**src/rtl/io_input_pkg.sv**
```systemverilog
// Shared constants for the IO-board input path (buttons, DIP bank, debounce timing).
package io_input_pkg;

  localparam int NUM_IO_BUTTONS = 5;
  localparam int NUM_IO_DIPS    = 24;
  localparam int CLK_HZ         = 100000000;
  localparam int DEBOUNCE_10MS  = 1000000;

endpackage

```
**src/rtl/debounce_bit.sv**
```systemverilog
// One input lane: two-flop synchroniser, stability counter, debounced level and edge pulses.
module debounce_bit
  import io_input_pkg::*;
#(
  parameter int DEBOUNCE_CYCLES = DEBOUNCE_10MS,
  parameter int CNT_WIDTH       = $clog2(DEBOUNCE_CYCLES)
) (
  input  logic clk,
  input  logic rst,
  input  logic raw_in,
  output logic stable,
  output logic press,
  output logic release_pulse
);

  localparam logic [CNT_WIDTH-1:0] CNT_MAX = CNT_WIDTH'(DEBOUNCE_CYCLES - 1);

  logic                 sync1;
  logic                 s;
  logic [CNT_WIDTH-1:0] cnt;

  // Two-flop synchroniser: the only reader of the asynchronous input
  always_ff @(posedge clk) begin
    if (!rst) begin
      sync1 <= 1'b0;
      s     <= 1'b0;
    end else begin
      sync1 <= raw_in;
      s     <= sync1;
    end
  end

  // Any cycle agreeing with the accepted level restarts the count, so bounces never accumulate
  always_ff @(posedge clk) begin
    if (!rst) begin
      cnt           <= '0;
      stable        <= 1'b0;
      press         <= 1'b0;
      release_pulse <= 1'b0;
    end else if (s == stable) begin
      cnt           <= '0;
      press         <= 1'b0;
      release_pulse <= 1'b0;
    end else if (cnt == CNT_MAX) begin
      cnt           <= '0;
      stable        <= s;
      press         <= s;
      release_pulse <= ~s;
    end else begin
      cnt           <= cnt + 1'b1;
      press         <= 1'b0;
      release_pulse <= 1'b0;
    end
  end

endmodule

```
**src/rtl/io_input_debouncer.sv**
```systemverilog
// Debounced button/DIP inputs with a sticky press register and valid/ack handshake.
module io_input_debouncer
  import io_input_pkg::*;
#(
  parameter int NUM_INPUTS      = NUM_IO_BUTTONS,
  parameter int DEBOUNCE_CYCLES = DEBOUNCE_10MS
) (
  input  logic                  clk,
  input  logic                  rst,
  input  logic [NUM_INPUTS-1:0] raw_in,
  output logic [NUM_INPUTS-1:0] stable,
  output logic [NUM_INPUTS-1:0] press,
  // "release" is a reserved word, hence the suffix
  output logic [NUM_INPUTS-1:0] release_pulse,
  output logic                  event_valid,
  output logic [NUM_INPUTS-1:0] event_mask,
  input  logic                  event_ack
);

  localparam int CNT_WIDTH = $clog2(DEBOUNCE_CYCLES);

  logic [NUM_INPUTS-1:0] mask_next;

  for (genvar i = 0; i < NUM_INPUTS; i++) begin : g_lane
    debounce_bit #(
      .DEBOUNCE_CYCLES(DEBOUNCE_CYCLES),
      .CNT_WIDTH      (CNT_WIDTH)
    ) u_bit (
      .clk          (clk),
      .rst          (rst),
      .raw_in       (raw_in[i]),
      .stable       (stable[i]),
      .press        (press[i]),
      .release_pulse(release_pulse[i])
    );
  end

  // A press landing in the ack cycle survives into the fresh mask
  always_comb begin
    mask_next = event_mask | press;
    if (event_ack && event_valid) begin
      mask_next = press;
    end else begin
      mask_next = event_mask | press;
    end
  end

  // Sticky event register; valid tracks the mask in the same edge
  always_ff @(posedge clk) begin
    if (!rst) begin
      event_mask  <= '0;
      event_valid <= 1'b0;
    end else begin
      event_mask  <= mask_next;
      event_valid <= |mask_next;
    end
  end

endmodule

```
**config.mk**
```make
export PLATFORM = sky130hd
export DESIGN_NAME = io_input_debouncer
export DESIGN_NICKNAME = d
export VERILOG_FILES = /design/src/rtl/io_input_pkg.sv /design/src/rtl/debounce_bit.sv /design/src/rtl/io_input_debouncer.sv
export SDC_FILE = /design/constraint.sdc
export NUM_CORES = 1
export LEC_CHECK = 0
export BUFFER_PORTS_ARGS = -buffer_cell sky130_fd_sc_hd__buf_2
export CAP_MARGIN = 30
export CORE_MARGIN = 1
export CORE_UTILIZATION = 24
export DETAILED_ROUTE_END_ITERATION = 7
export GPL_ROUTABILITY_DRIVEN = 0
export HOLD_SLACK_MARGIN = 0.1
export PLACE_DENSITY = 0.37
export SLEW_MARGIN = 20
export SYNTH_ARGS = -nofsm -noshare
export SYNTH_HDL_FRONTEND = slang
export SYNTH_SLANG_ARGS = --single-unit
```
**constraint.sdc**
```tcl
create_clock -name clk -period 2.3 [get_ports clk]
set_clock_uncertainty 0.15 [all_clocks]
set_input_delay 0.23 -clock clk [delete_from_list [all_inputs] [get_ports clk]]
set_output_delay 0.23 -clock clk [all_outputs]
set_load 0.02 [all_outputs]
```
==> Yosys cells after proc, flatten, opt, wreduce, memory -nomap -nowiden <==
Index checks and enable logic that the tools add are counted.
{ "word_totals": {"reg_bits": 131, "wordCells": 82} }
{ "classes": {"n_addsub": 5, "eq_ne": 10, "muxes": 1, "bitwise_logic": 17, "n_reduce_logical": 17} }
{ "ops": {"columns": ["cell", "count"], "rows": [
  ["$add 20x1->20 const B", 5],
  ["$eq 20x20->1 const B", 5],
  ["$reduce_or 3->1", 10],
  ["$not 1->1", 16],
  ["$reduce_and 2->1", 5],
  ["$eq 1x1->1", 5],
  ["$mux 5", 1],
  ["$or 5x5->5", 1],
  ["$reduce_or 5->1", 1],
  ["$logic_and 1x1->1", 1]
]} }

==> Longest topological paths before layout <==
{ "depth": {"ltp_word": 3, "ltp_mapped": 7} }

==> Cells and area by module <==
From an unflattened synthesis, not the netlist that was laid out.
{ "unflattened": {"cells_unflattened": 633, "area_unflattened_um2": 5541.6} }
{ "modules_own_cells": {"columns": ["mod", "instances", "cells_per_inst", "area_each_um2", "seq_area_each_um2"], "rows": [
  ["debounce_bit", 5, 122, 1068.5, 500.5],
  ["io_input_debouncer", 1, 23, 198.9, 120.1]
]} }

==> Least setup slack after synthesis <==
OpenSTA, ideal clock, no wires.
{ "synth_timing": {"path_kind": "register to register", "from": "reg g_lane[0].u_bit.cnt[0]", "to": "reg g_lane[0].u_bit.cnt[10]", "setup_ns": 0.128, "arrival_time_ns": 1.775, "slack_ns": 0.247, "stages_incl_launch_ff": 8, "n_path_buf": 2, "synth_period_minus_slack_ns": 2.053, "cell_sequence": "dfxtp_1 ha_1 and3_1 clkbuf_1 nand4b_1 o21bai_2 clkbuf_1 nor2_1"} }
{ "synth_between": {"elab_chain_len": 2, "word_cells_on_any_way": 3, "classes_between": "add/sub: 1; eq/ne: 1; reduce/logical: 1"} }
{ "synth_lines": {"columns": ["element", "line", "rtl"], "rows": [
  ["from (decl)", "debounce_bit.sv:20", "logic [CNT_WIDTH-1:0] cnt;"],
  ["from (signal assigned)", "debounce_bit.sv:50", "cnt <= cnt + 1'b1;"],
  ["parallel branches: the longest is 2 deep, another holds $add 20x1->20", null, null]
]} }
Several ways; the timed one is not identified.
A chain may end at the register's enable or synchronous reset.

==> Worst setup path after layout <==
{ "layout_timing": {"from": "reg g_lane[1].u_bit.cnt[13]", "to": "reg g_lane[1].u_bit.cnt[12]"} }
{ "layout_between": {"elab_chain_len": 2} }
{ "layout_lines": {"columns": ["element", "line", "rtl"], "rows": [
  ["from (decl)", "debounce_bit.sv:20", null],
  ["from (signal assigned)", "debounce_bit.sv:50", null],
  ["$eq 20x20->1", "debounce_bit.sv:44", "end else if (cnt == CNT_MAX) begin"],
  ["$reduce_or 3->1 (no line)", null, null]
]} }
Every way passes these cells.

==> flow_summary_export.csv <==
group,metric,value,unit
synth,synth_area_leaders,"dfxtp_1 47%, nor2_1 5.7%, xor2_1 5.5%, xnor2_1 4.8%, a21oi_1 3.3%",
sta,fmax,469.0,MHz
sta,worst_pin_slew,0.5645,ns
layout,final_cell_mix,"131 x dfxtp_1, 86 x nor2_1, 37 x a21oi_1, 37 x nand2_1, 37 x nand3_1",
layout,final_common_cell,"dfxtp_1",
synth,synth.distinct_cells,40,
layout,area_delta_synth_final,20.08,%
clocking,cts-root-buf,"clkbuf_16",
layout,finalNetCount,685,
die,fp.coreArea,22780,um2
clocking,clockBufferDepth,2,
synth,yosysTopAreaCell,"dfxtp_1",
outcome,status,"complete, no violations",
die,start_util,0.2468,
die,die_y,155.0,um
die,io_pins,29,
setup_path,crit_fanout,10,
setup_path,arrival,2.29,ns
job,cap_violations,0,
clocking,numClockSinks,131,
sta,maxSlewHeadroom,0.6232,
setup_path,startpoint_type,"flip-flop",
global_route,grt_pass1_wl,21.19,mm
sta,fin_crit_sh,0.9270,
setup_path,cp-end-kind,"flip-flop",
synth,synth.cell_area,5622,um2
layout,antennaDiodeCount,0,
routing,wl,12.23,mm
synth,synth_edf_count,0,
sta,slew_viol_final,0,
setup_path,slowest_stage,"or4b_1",
power_and_ir_drop,ir_worst_vdd,0.3807,mV
setup_path,path_buf_inv,1,
global_route,grt.total_usage,0.1111,
synth,synthAdderAreaFrac,0.01113,
synth,yosys.area_share.simple,0.2838,
synth,synth_top_area_frac,0.4665,
clocking,cts_max_level,4,
placed_design,pre_cts_slack,0.1742,ns
global_route,grt_pass1_vias,4282,
routing,vias,4467,
routing,wl_per_cell,12.28,um
sta,setup_slack,0.1679,ns
placed_design,post-dp-hpwl,8.639,mm
sta,setup_tns,0,ns
synth,syn_nets,649,
power_and_ir_drop,power_density,738.6,nW/um2
synth,synthXorXnorAreaFrac,0.1028,
clocking,insertion_delay,0.42,ns
synth,synthMuxAreaShare,0,
layout,final_util,0.2963,
setup_path,critical_path_class,"reg -> reg",
layout,layout-drive-gt1-share,0.1157,
sta,setup_violations,0,
global_route,overflow,0,
global_route,antenna_found_initial,0,
sta,hold_viol,0,
sta,period_needed,2.132,ns
die,die_x,155.0,um
power_and_ir_drop,finalPower,4986,uW
clocking,path_clk_slew,0.06,ns
power_and_ir_drop,p_leak,0.002159,uW
clocking,postCtsSetupBuffers,0,
sta,rsz0062_at_grt,"no",
routing,drt_first_iter_violations,179,
routing,ant_nets,0,
synth,synth_compound_area_frac,0.08458,
sta,holdWs,0.2815,ns
die,dieArea,24040,um2
setup_path,cp_top_family,"simple AND/OR/NAND/NOR gates",
die,num_rows,55,
clocking,cts_buffers,17,
placed_design,port_buffers,28,
synth,async_reset_ff_frac,0,
synth,synth.avg_cell_area,8.839,um2
routing,vias_per_cell,4.485,
synth,synth_ff_type,"dfxtp_1",
routing,first_pass_iters,4,
clocking,tritoncts,"done",
synth,synth_top_family_by_area,"simple AND/OR/NAND/NOR gates",
synth,ys_seq_elements,131,
routing,drc_errors,0,
setup_path,slowest_delay,0.51,ns
global_route,grt_start_max_net_pins,21,
setup_path,cp_cell_sequence,"or4b_1, or4_1, o211ai_1, buf_4, nor2_1",
hold_path,worst_hold_path_type,"reg -> reg",
synth,yosysWarnings,0,
synth,synthCells,636,
setup_path,worstPathRequired,2.45,ns
synth,ys_seq_area_frac,0.4665,
-- cells by family (layout without fill, tap and decap cells) --
kind of cell	count (synthesis)	count (layout)
simple gates	295	295
fa+ha+maj	5	5
flops	131	131
compound gates	80	80
buf+inv	59	106
xor+xnor	66	66
-- synth_stat cells (5+ instances only) --
library cell,count
o21ai_0,15
o31ai_1,19
and2_1,13
nand2_1,37
and4_1,11
buf_2,7
nand3_1,37
nor3_1,8
xnor2_1,31
xor2_1,35
ha_1,5
nor4_1,16
or4_1,23
nor2_1,86
a21oi_1,37
inv_1,21
or3_1,20
buf_4,15
nor4b_1,8
clkbuf_1,15
and3_1,8
dfxtp_1,131
nand4_1,19
-- routing by layer --
| metal | track usage | vias up | routed length, um |
|---|---|---|---|
| li1 | - | 2306 | - |
| met1 | 0.1485 | 2088 | 6351 |
| met2 | 0.1673 | 54 | 5300 |
| met3 | 0.03565 | 19 | 416 |
| met4 | 0.03819 | 0 | 165 |
| met5 | 0 | - | 0 |
-- final cells by class --
cell class              instances  area (um2)
clock buffers                  25       495.5
flip-flops and latches        131        2623
inverters                      21       78.83
multi-input cells             446        2719
fillers                      2425       16030
clock inverters                 5       75.07
repair buffers                 55       367.9
well taps                     313       391.6
-- repair_timing --
item | 4_1_cts | 5_1_grt
hold buffers | 10 | 0
resized for setup | 0 | 0
hold endpoints to repair | 16 | 0
endpoints found under the setup margin | 0 | 0
-- metrics by stage --
stage	cell area (um2)	std cells
final	6750	996
after global routing	6750	996
after CTS	6750	996
after detailed placement	6080	956
after global placement	6080	956
after floorplan	5622	636
-- state kept, by name, summed over array words and instances (netlist names) --
| register | flops |
|---|---|
| event_mask | 5 |
| g_lane.u_bit.press | 5 |
| g_lane.u_bit.sync1 | 5 |
| g_lane.u_bit.release_pulse | 5 |
| g_lane.u_bit.stable | 5 |
| event_valid | 1 |
| g_lane.u_bit.s | 5 |
| g_lane.u_bit.cnt | 100 |
-- where the power goes --
part	total [uW]	internal, uW	switching, uW
combinational	66.2	30.0	36.3
sequential	2290	2280	6.41
clock	2630	1690	939
total	4990	4000	982
-- path summary, 6_finish.rpt --
kind / start / endpoint / slack, ns / cells past startpoint
max: g_lane[1].u_bit.cnt[13] / g_lane[1].u_bit.cnt[12] / 0.17 / 5
min: g_lane[1].u_bit.sync1 / g_lane[1].u_bit.s / 0.28 / 1
max reg2reg: g_lane[1].u_bit.cnt[13] / g_lane[1].u_bit.cnt[12] / 0.17 / 5
min reg2reg: g_lane[1].u_bit.sync1 / g_lane[1].u_bit.s / 0.28 / 1
(Power assumes the default switching activity.)
